## config.mk

```make
export PLATFORM = sky130hd
export DESIGN_NAME = uart_tx_arbiter
export DESIGN_NICKNAME = d
export VERILOG_FILES = /design/src/rtl/uart_tx_arbiter_pkg.sv /design/src/rtl/uart_tx_arbiter_rr_pick.sv /design/src/rtl/uart_tx_arbiter.sv
export SDC_FILE = /design/constraint.sdc
export NUM_CORES = 1
export LEC_CHECK = 0
export ABC_AREA = 1
export CELL_PAD_IN_SITES_DETAIL_PLACEMENT = 0
export CELL_PAD_IN_SITES_GLOBAL_PLACEMENT = 1
export CORE_MARGIN = 8
export CORE_UTILIZATION = 37
export CTS_CLUSTER_DIAMETER = 50
export CTS_CLUSTER_SIZE = 12
export DETAILED_ROUTE_END_ITERATION = 8
export HOLD_SLACK_MARGIN = 0.02
export PLACE_DENSITY = 0.88
export SYNTH_ARGS = -nofsm -noshare
export SYNTH_HDL_FRONTEND = slang
export SYNTH_SLANG_ARGS = --single-unit
```

## constraint.sdc

```tcl
create_clock -name clk -period 4.6 [get_ports clk]
set_input_delay 1.15 -clock clk [delete_from_list [all_inputs] [get_ports clk]]
set_output_delay 1.15 -clock clk [all_outputs]
set_load 0.01 [all_outputs]
```

## src/rtl/uart_tx_arbiter_pkg.sv

```systemverilog
// Shared definitions for the UART transmit arbiter: FSM encodings,
// default watchdog width and an index-width helper.
package uart_tx_arbiter_pkg;

    typedef enum logic [1:0] {
        IDLE  = 2'd0,
        START = 2'd1,
        WAIT  = 2'd2
    } arb_state_t;

    localparam int TIMEOUT_W_DEFAULT = 20;

    function automatic int idx_width(input int n);
        return (n > 2) ? $clog2(n) : 1;
    endfunction

endpackage

```

## src/rtl/uart_tx_arbiter_rr_pick.sv

```systemverilog
// Combinational round-robin picker: first set request after ptr, or ptr
// itself when the lock carry-over gives it priority.
module rr_pick
    import uart_tx_arbiter_pkg::*;
#(
    parameter int N_REQ = 4,
    parameter int IDX_W = idx_width(N_REQ)
) (
    input  logic [N_REQ-1:0] req,
    input  logic [IDX_W-1:0] ptr,
    input  logic             hold_prio,
    output logic [N_REQ-1:0] winner,
    output logic [IDX_W-1:0] winner_idx
);

    logic             found;
    int               cand;
    logic [IDX_W-1:0] cand_idx;

    always_comb begin
        found      = 1'b0;
        cand       = 0;
        cand_idx   = '0;
        winner_idx = ptr;
        if (hold_prio && req[ptr]) begin
            found = 1'b1;
        end else begin
            // Scan starts one past ptr so the previous winner is checked last.
            for (int k = 1; k <= N_REQ; k++) begin
                cand     = (int'(ptr) + k) % N_REQ;
                cand_idx = IDX_W'(cand);
                if (!found && req[cand_idx]) begin
                    found      = 1'b1;
                    winner_idx = cand_idx;
                end
            end
        end
        winner = found ? (N_REQ'(1) << winner_idx) : '0;
    end

endmodule

```

## src/rtl/uart_tx_arbiter.sv

```systemverilog
// Arbitrates N_REQ byte requesters onto one UART transmitter with
// round-robin fairness, packet lock and a per-byte watchdog.
module uart_tx_arbiter
    import uart_tx_arbiter_pkg::*;
#(
    parameter int N_REQ     = 4,
    parameter int TIMEOUT_W = TIMEOUT_W_DEFAULT
) (
    input  logic               clk,
    input  logic               rst,
    input  logic [N_REQ-1:0]   req,
    input  logic [N_REQ-1:0]   lock,
    input  logic [N_REQ*8-1:0] req_data,
    output logic [N_REQ-1:0]   grant,
    output logic [N_REQ-1:0]   done,
    output logic [N_REQ-1:0]   err,
    output logic               tx_en,
    output logic [7:0]         tx_data,
    input  logic               tx_busy,
    input  logic               tx_ack
);

    localparam int IDX_W = idx_width(N_REQ);

    arb_state_t           state, state_nxt;
    logic [IDX_W-1:0]     ptr, owner, pick_idx;
    logic [N_REQ-1:0]     pick;
    logic                 lock_carry;
    logic [TIMEOUT_W-1:0] wdog;
    logic                 start_xfer, end_done, end_err;

    rr_pick #(.N_REQ(N_REQ), .IDX_W(IDX_W)) u_pick (
        .req        (req),
        .ptr        (ptr),
        .hold_prio  (lock_carry),
        .winner     (pick),
        .winner_idx (pick_idx)
    );

    always_ff @(posedge clk) begin
        if (rst) state <= IDLE;
        else     state <= state_nxt;
    end

    always_comb begin
        state_nxt  = state;
        start_xfer = 1'b0;
        end_done   = 1'b0;
        end_err    = 1'b0;
        case (state)
            IDLE: begin
                if ((|req) && !tx_busy) begin
                    state_nxt  = START;
                    start_xfer = 1'b1;
                end
            end
            START: state_nxt = WAIT;
            WAIT: begin
                // An ack coinciding with watchdog expiry still counts as sent.
                if (tx_ack) begin
                    state_nxt = IDLE;
                    end_done  = 1'b1;
                end else if (&wdog) begin
                    state_nxt = IDLE;
                    end_err   = 1'b1;
                end
            end
            default: state_nxt = IDLE;
        endcase
    end

    assign tx_en = (state == START);

    always_ff @(posedge clk) begin
        if (rst) begin
            grant      <= '0;
            done       <= '0;
            err        <= '0;
            tx_data    <= '0;
            ptr        <= IDX_W'(N_REQ - 1);
            owner      <= '0;
            lock_carry <= 1'b0;
            wdog       <= '0;
        end else begin
            done <= '0;
            err  <= '0;
            if (start_xfer) begin
                grant   <= pick;
                owner   <= pick_idx;
                tx_data <= req_data[{pick_idx, 3'b000} +: 8];
            end
            if (state == START)     wdog <= '0;
            else if (state == WAIT) wdog <= wdog + 1'b1;
            if (end_done) begin
                done       <= grant;
                ptr        <= owner;
                lock_carry <= lock[owner];
                grant      <= '0;
            end
            if (end_err) begin
                err        <= grant;
                ptr        <= owner;
                lock_carry <= 1'b0;
                grant      <= '0;
            end
        end
    end

endmodule

```

# Yosys cells after proc, flatten, opt, wreduce, memory -nomap -nowiden
# Cells that the tools add are included.
# totals
in_bits	44
elab_cells	86
reg_bits	47
# op_classes
n_reduce_logical	19
n_addsub	5
shift	2
n_eq_ne	4
n_lt_le_gt_ge	6
muxes	39
bitwise	2
# op_table
op	count
32-bit by 6-bit variable part select with 8-bit output	1
1-bit two-way mux	21
20-bit by 1-bit adder with 20-bit output (second input constant)	1
2-bit two-way mux	10
20-bit AND reduction	1
2-bit by 3-bit < comparator with 1-bit output (second input constant)	6
1-bit binary-select mux with 2-bit select	6
2-bit OR reduction	4
2-bit one-hot mux with 3 select lines	1
1-bit logical AND	5
2-bit by 1-bit adder with 2-bit output (second input constant)	2
2-bit adder (second input constant)	2
1-bit zero test	4
4-bit two-way mux	1
4-bit OR reduction	1
1-bit by 2-bit << shifter with 4-bit output (first input constant)	1
3-bit inequality test (second input constant)	1
3-bit OR reduction	1
2-bit by 1-bit == test with 1-bit output (second input constant)	1
2-bit == test (second input constant)	1
2-bit zero test	1
2-bit inequality test (second input constant)	1
1-bit inverter	2
2-bit AND reduction	1
2-bit nonzero test	1

# Logic depth before layout (Yosys ltp)
# Gate-level depths: netlist of run 1.
# logic_depth
depth_word	19
depth_mapped	17
ltp_nobuf	15

# By module
# Synthesis of run 1 repeated with hierarchy kept, for this count alone.
# unflattened
hier_cells	404
hier_area_um2	2675.1
# modules_own_cells
mod	area_each_um2	cells_per_inst	n_inst
uart_tx_arbiter	2247.2	321	1
rr_pick	427.9	83	1

# Worst setup path after synthesis of run 1
# No wires, ideal clock.
# synth_timing
path_kind	in2reg
start	input req[0]
end	register tx_data[5]
n_path_buf	1
path_slack_ns	2.289
required_time_ns	4.491
setup_time_ns	0.109
stages	15
arrival_time_ns	2.202
path_cell_list	nand2_2 -> nand2_4 -> nor2_2 -> nand2_2 -> nand2_2 -> nand2_4 -> nand2_4 -> nand2_8 -> nand2_4 -> buf_12 -> nand2_1 -> nand3_1 -> nand3_1 -> nand2_1 -> inv_1
# synth_between
elab_chain_cells	17
word_cells_on_any_way	33
classes_between	1 x shift; 23 x mux; 9 x reduce/logical
# synth_lines
item	line_no	rtl
from (decl)	uart_tx_arbiter.sv:11	input logic [N_REQ-1:0] req,
1-bit binary-select mux with 2-bit select	uart_tx_arbiter_rr_pick.sv:32	if (!found && req[cand_idx]) begin
1-bit two-way mux (implied by the code)	uart_tx_arbiter_rr_pick.sv:32	
1-bit two-way mux	uart_tx_arbiter_rr_pick.sv:32	
1-bit two-way mux	uart_tx_arbiter_rr_pick.sv:25	if (hold_prio && req[ptr]) begin
1-bit zero test	uart_tx_arbiter_rr_pick.sv:32	
1-bit logical AND	uart_tx_arbiter_rr_pick.sv:32	
1-bit two-way mux	uart_tx_arbiter_rr_pick.sv:32	
1-bit two-way mux	uart_tx_arbiter_rr_pick.sv:25	
1-bit zero test	uart_tx_arbiter_rr_pick.sv:32	
1-bit logical AND	uart_tx_arbiter_rr_pick.sv:32	
1-bit two-way mux	uart_tx_arbiter_rr_pick.sv:32	
1-bit two-way mux	uart_tx_arbiter_rr_pick.sv:25	
1-bit zero test	uart_tx_arbiter_rr_pick.sv:32	
1-bit logical AND	uart_tx_arbiter_rr_pick.sv:32	
2-bit two-way mux	uart_tx_arbiter_rr_pick.sv:32	
2-bit two-way mux	uart_tx_arbiter_rr_pick.sv:25	
32-bit by 6-bit variable part select with 8-bit output	uart_tx_arbiter.sv:90	tx_data <= req_data[{pick_idx, 3'b000} +: 8];
to (signal assigned)	uart_tx_arbiter.sv:90	
to (decl)	uart_tx_arbiter.sv:18	output logic [7:0] tx_data,
# Parallel ways exist; a longest one is shown, timed or not. The select of a mux whose other input is x is not followed.
# A chain may end at the register's enable or synchronous reset.

# Final worst setup path of run 1
# layout_timing
start	input req[2]
end	register grant[2]
# layout_between
elab_chain_cells	18
word_cells_on_any_way	36
classes_between	1 x shift; 26 x mux; 9 x reduce/logical
# layout_lines
item	line_no	rtl
1-bit binary-select mux with 2-bit select	uart_tx_arbiter_rr_pick.sv:32	
1-bit two-way mux (implied by the code)	uart_tx_arbiter_rr_pick.sv:32	
1-bit two-way mux	uart_tx_arbiter_rr_pick.sv:32	
1-bit two-way mux	uart_tx_arbiter_rr_pick.sv:25	
1-bit zero test	uart_tx_arbiter_rr_pick.sv:32	
1-bit logical AND	uart_tx_arbiter_rr_pick.sv:32	
1-bit two-way mux	uart_tx_arbiter_rr_pick.sv:32	
1-bit two-way mux	uart_tx_arbiter_rr_pick.sv:25	
[... 2 more ...]	--	
1-bit two-way mux	uart_tx_arbiter_rr_pick.sv:32	
1-bit two-way mux	uart_tx_arbiter_rr_pick.sv:25	
1-bit zero test	uart_tx_arbiter_rr_pick.sv:32	
1-bit logical AND	uart_tx_arbiter_rr_pick.sv:32	
2-bit two-way mux	uart_tx_arbiter_rr_pick.sv:32	
2-bit two-way mux	uart_tx_arbiter_rr_pick.sv:25	
1-bit by 2-bit << shifter with 4-bit output	uart_tx_arbiter_rr_pick.sv:38	winner = found ? (N_REQ'(1) << winner_idx) : '0;
4-bit two-way mux	uart_tx_arbiter_rr_pick.sv:38	
to (signal assigned)	uart_tx_arbiter.sv:88	grant <= pick;
to (decl)	uart_tx_arbiter.sv:14	output logic [N_REQ-1:0] grant,
# Parallel ways exist; a longest one is shown, timed or not. The select of a mux whose other input is x is not followed.

==> metrics, run 1 <==
main combinational cell family by area after synthesis=simple AND/OR/NAND/NOR gates; Critical path buffers and inverters=3; Worst Skew=9.17 ps; pins over their slew limit=0; Hold Vio Cnt, Final=0; post-CTS setup buffer count=0; first-pass iteration count of the detailed router=6; num rows=31; Die H=102 um; Post-synth EDFFs=0; status=finished, final reports clean; CTS tree=yes; worst endpoint required time=4850 ps; largest net degree at the start of global routing=19; first-pass GRT wire length=11600 um; crit-path max cell delay=520 ps; Power Density=279 mW/mm^2; Leak Pwr=1.59 nW; critical path type=in -> reg; fraction of registers with async set/reset=0%; vias in the first global route=2601; max cap viols=0; H-tree Lvls=2; Syn-to-layout area delta=30.5%; HPWL Detailed=5360 um; Remaining DRCs=0; clk root buf=clkbuf_8; grt ovf=0; fraction of the mapped netlist area in compound gates=9.37%; GR Util All Layers=13.6%; #FFs+latches synth=47; Vias/cell=4.66; CP delay by family, top=simple AND/OR/NAND/NOR gates; HP Class=reg -> reg; Max-slew headroom=65.4%; Hold Buf Count CTS=0; crit path capture type=register; Routability Congestion=0.901; DRT iter0 DRCs=105; num ports=65; Critical Path AT=3120 ps; Post-CTS Resized=0; final setup fails=0; CTS Buffer Depth=2; input/output buffers=64; Mapped Area=0.00274 sq mm; post-route setup TNS=0 ps; Worst-Skew Late Latency=300 ps; die width=102 um; post-synthesis simple-gate area fraction=40.7%; unrepaired setup endpoints after global routing=no; CTS Buf Count=5; register area share after synthesis=34.4%; die area=0.0104 sq mm; Post-DRT Antenna Nets=0; Core ar.=0.00721 sq mm; post-route clock period utilization=62.6%; Design Power=0.000997 W; diode count=0; Starting Density=37.9%; worst-path fanout max=17; Crit-path slowest cell=clkdlybuf4s50_1; mux cell area share after synthesis=0.366%; nets=529; dominant synthesized flop cell=dfxtp_1; Post-Synth XOR/XNOR Area=0.320%; worst vdd ir=0.139 mV; routed length per instance=11.6 um; layout cell share with drive strength beyond 1=10.3%; most frequent cells in the layout=inv_1, nand2_1, clkdlybuf4s50_1, nand3_1, dfxtp_1; CP cell instances=clkdlybuf4s50_1, nand2_2, nand2_4, nand2_1, nand2_1, inv_2, nand2_4, nand3_4, nand2_4, nor2_1, inv_1, nand2_1, a21oi_1; Synth Net Count=465; YS warnings=0; Fmax=348 MHz; Worst-path clk slew=100 ps; Least-Margin Pin Slew=519 ps; crit start category=input port; Via Count=2719; most common cell after layout, fill and taps aside=inv_1; Unique masters post-synth=35; min Tclk post-route=2880 ps; initial antenna violation count=0; Mapped Avg Cell Area=6.52 sq um; routed wire length=6780 um; Synth Area in Adders=0.457%; clock sink count=47; Syn Inst Count=420
-- through the flow --
| stage | hold WS [ps] | setup WS (ps) | util (%) | cells | instance area (sq um) |
|---|---|---|---|---|---|
| after floorplan | 439 | 2290 | - | 420 | 2740 |
| after global routing | 502 | 1540 | 49.5 | 584 | 3570 |
| after detailed placement | 451 | 1430 | 47.9 | 576 | 3450 |
| after CTS | 466 | 1760 | 49.5 | 584 | 3570 |
| final | 463 | 1720 | 49.5 | 584 | 3570 |
| after global placement | 446 | 1520 | 47.9 | 576 | 3450 |
-- cell families after synthesis --
kind of cell	count (synthesis)
buf+inv	97
xor+xnor	1
fa+ha+maj	1
compound gates	45
simple gates	228
flops	47
mux	1
-- synthesized netlist by cell type (all sizes together) (2+ instances only) --
cell type	n	area, sq um
nor2	45	176
nor4	2	12.5
o21ai	14	70.1
dfxtp	47	941
buf	7	53.8
clkbuf	2	7.51
a21oi	25	125
inv	87	329
nand3	58	313
nand2	104	507
nor3	11	55.1
or2	3	18.8
nand4	5	31.3
-- path summary, 6_finish.rpt --
check                 from        to  slack (ps)  cells after the start
setup / recovery    req[2]  grant[2]        1720                     13
hold / removal    wdog[18]  wdog[18]         460                      2
setup reg to reg    ptr[0]  grant[0]        2170                     13
hold reg to reg   wdog[18]  wdog[18]         460                      2
-- where the power goes --
| part | internal (W) | switching, W | leakage, nW |
|---|---|---|---|
| Sequential | 0.000423 | 0.0000144 | 0.382 |
| Clock | 0.000165 | 0.000145 | 0.0587 |
| Combinational | 0.000113 | 0.000137 | 1.15 |
-- state kept, by name (all words and copies together) (netlist names) --
signal      cells
owner           2
lock_carry      1
grant           4
err             4
ptr             2
wdog           20
state           2
tx_data         8
done            4
-- worst min-delay path: cells and delay by family (launching register included) --
| kind | cells | cell delay (ps) |
|---|---|---|
| flip-flops | 1 | 320 |
| buffers and inverters | 1 | 60 |
| AO/OA/AOI/OAI | 1 | 50 |
-- area by class of cell --
class | count | area (sq um)
Fill cell | 746 | 3640
Multi-Input combinational cell | 276 | 1400
Sequential cell | 47 | 941
Timing Repair Buffer | 66 | 656
Inverter | 88 | 333
Tap cell | 99 | 124
Clock buffer | 5 | 68.8
Clock inverter | 3 | 47.5
-- per-layer routing --
| layer | track usage [%] | part of all wire (%) | vias up |
|---|---|---|---|
| met5 | 0 | 0 | - |
| met4 | 6.43 | 2.9 | 0 |
| met3 | 4.16 | 6.7 | 16 |
| met2 | 22.5 | 47 | 79 |
| met1 | 15.7 | 43 | 1188 |
| li1 | - | - | 1436 |
(Power assumes the default switching activity.)
==> run 2: changes to the inputs <==
Settings changed: CORE_UTILIZATION 37 to 31, PLACE_DENSITY 0.88 to 0.79.
Clock period 4.6 ns to 2.4 ns, I/O delays scaled along.
==> metrics, run 2 (synthesis gave the netlist of run 1 again) <==
status=finished, final reports clean (unchanged); Hold Vio Cnt, Final=0 (unchanged); Power Density=531 mW/mm^2 (was 279 mW/mm^2); Critical Path AT=1510 ps (was 3120 ps); post-route clock period utilization=88.0%; biggest regs=wdog (20), tx_data (8) (unchanged); FF-to-FF path depth=13 (unchanged); Worst-path clk slew=90 ps (was 100 ps); worst endpoint required time=1800 ps (was 4850 ps); reg-to-reg endpoint=grant[0] (unchanged); fin worst setup slack=288 ps (was 1720 ps); most frequent cells in the layout=inv_1, nand2_1, clkdlybuf4s50_1, nand3_1, dfxtp_1 (unchanged); crit path capture type=output pin (was register); post-CTS setup buffer count=0 (unchanged); die area=0.0121 sq mm (was 0.0104 sq mm); Die H=110 um (was 102 um); nets=534 (was 529); HP Class=reg -> reg (unchanged); Biggest register=wdog (unchanged); Syn-to-layout area delta=33.2% (was 30.5%); Via Count=2667 (was 2719); Least-Margin Pin Slew=404 ps (was 519 ps); Worst Skew=8.30 ps (was 9.17 ps); vias in the first global route=2611 (was 2601); Vias/cell=4.46 (was 4.66); pins over their slew limit=0 (unchanged); num rows=34 (was 31); final setup fails=0 (unchanged); HPWL Detailed=5450 um (was 5360 um); Starting Density=31.7% (was 37.9%); CTS Buffer Depth=2 (unchanged); r2r setup slk=500 ps (was 2170 ps); crit start category=register (was input port); CTS tree=yes (unchanged); most common cell after layout, fill and taps aside=inv_1 (unchanged); Routability Congestion=0.810 (was 0.901); Fmax=473 MHz; die width=110 um (was 102 um); minimum hold slack=477 ps (was 463 ps); pre-CTS setup slack=-15.8 ps (was 1430 ps); worst vdd ir=0.299 mV (was 0.139 mV); routed length per instance=11.3 um (was 11.6 um); GR Util All Layers=12.0% (was 13.6%); num ports=65 (unchanged); routed wire length=6760 um (was 6780 um); input/output buffers=64 (unchanged); worst r2r src=ptr[1] (was ptr[0]); unrepaired setup endpoints after global routing=no (unchanged); max reg flops=20 (unchanged); final core occ=42.2% (was 49.5%); Worst-Skew Late Latency=300 ps (about the same); critical path type=reg -> out (was in -> reg); fill count=911 (was 746); Hold Buf Count CTS=0 (unchanged); worst-path fanout max=3 (was 17); first-pass GRT wire length=11700 um (was 11600 um); Max-slew headroom=73.0% (was 65.4%); largest net degree at the start of global routing=19 (unchanged); diode count=0 (unchanged); Worst Hold End=wdog[18] (unchanged); layout cell share with drive strength beyond 1=11.2% (was 10.3%); initial antenna violation count=0 (unchanged); H-tree Lvls=2 (unchanged); min Tclk post-route=2110 ps; Leak Pwr=1.62 nW (was 1.59 nW); Core ar.=0.00864 sq mm (was 0.00721 sq mm); Hold Path Origin=wdog[18] (unchanged); Post-CTS Resized=0 (unchanged); DRT iter0 DRCs=90 (was 105); clk root buf=clkbuf_8 (unchanged); first-pass iteration count of the detailed router=4 (was 6); clock sink count=47 (unchanged); max cap viols=0 (unchanged); grt ovf=0 (unchanged); Worst Hold Depth=2 (unchanged); Remaining DRCs=0 (unchanged); CTS Buf Count=5 (unchanged); Post-DRT Antenna Nets=0 (unchanged)
run 2: changes by cell type in the layout (fill, tap and decap cells not counted), sizes merged:
| cell | delta |
|---|---|
| buf | +5 |
run 2: through the flow:
step                      total power, W  setup TNS, ps  instance area, sq um  std cells
final                            0.00193              0                  3640        598
after CTS                        0.00197              0                  3640        598
after global routing             0.00206              0                  3640        598
after detailed placement         0.00136          -27.8                  3530        590
after global placement           0.00135          -2.30                  3530        590
after floorplan                  0.00116              0                  2740        420
run 2: cell type report:
cell class	count	area, sq um	share of cell area (%)
flip-flops and latches	47	941	25.8
well taps	108	135	3.71
clock inverters	3	47.5	1.30
inverters	88	333	9.13
clock buffers	5	68.8	1.89
multi-input cells	276	1400	38.4
repair buffers	71	718	19.7
run 2: worst max-delay path by stage:
stage | startpoint | endpoint | cells after the start
5_1_grt | req[3] | grant[0] | 14
6_report | state[0] | tx_en | 3
4_1_cts | state[0] | tx_en | 3
2_1_floorplan | req[0] | tx_data[5] | 15
3_5_place_dp | req[3] | grant[0] | 13
3_3_place_gp | req[2] | grant[0] | 13
run 2: report_power, final:
group / internal [W] / total [W] / leakage [nW] / switching, W
clock: 0.000316 / 0.000602 / 0.0587 / 0.000286
sequential: 0.000810 / 0.000835 / 0.382 / 0.0000247
combinational: 0.000234 / 0.000497 / 1.18 / 0.000263
run 2: worst max-delay path, stage by stage, from the launching register on:
cell             delay (ps)
dfxtp_1                 340
inv_1                    60
nor2_1                  220
clkdlybuf4s50_1         590
run 2: layer usage:
metal  routed length (um)  global-route usage, %
met1                 3090                   14.2
met2                 3130                   19.9
met3                  470                   4.16
met4                   71                   3.47
met5                    0                      0
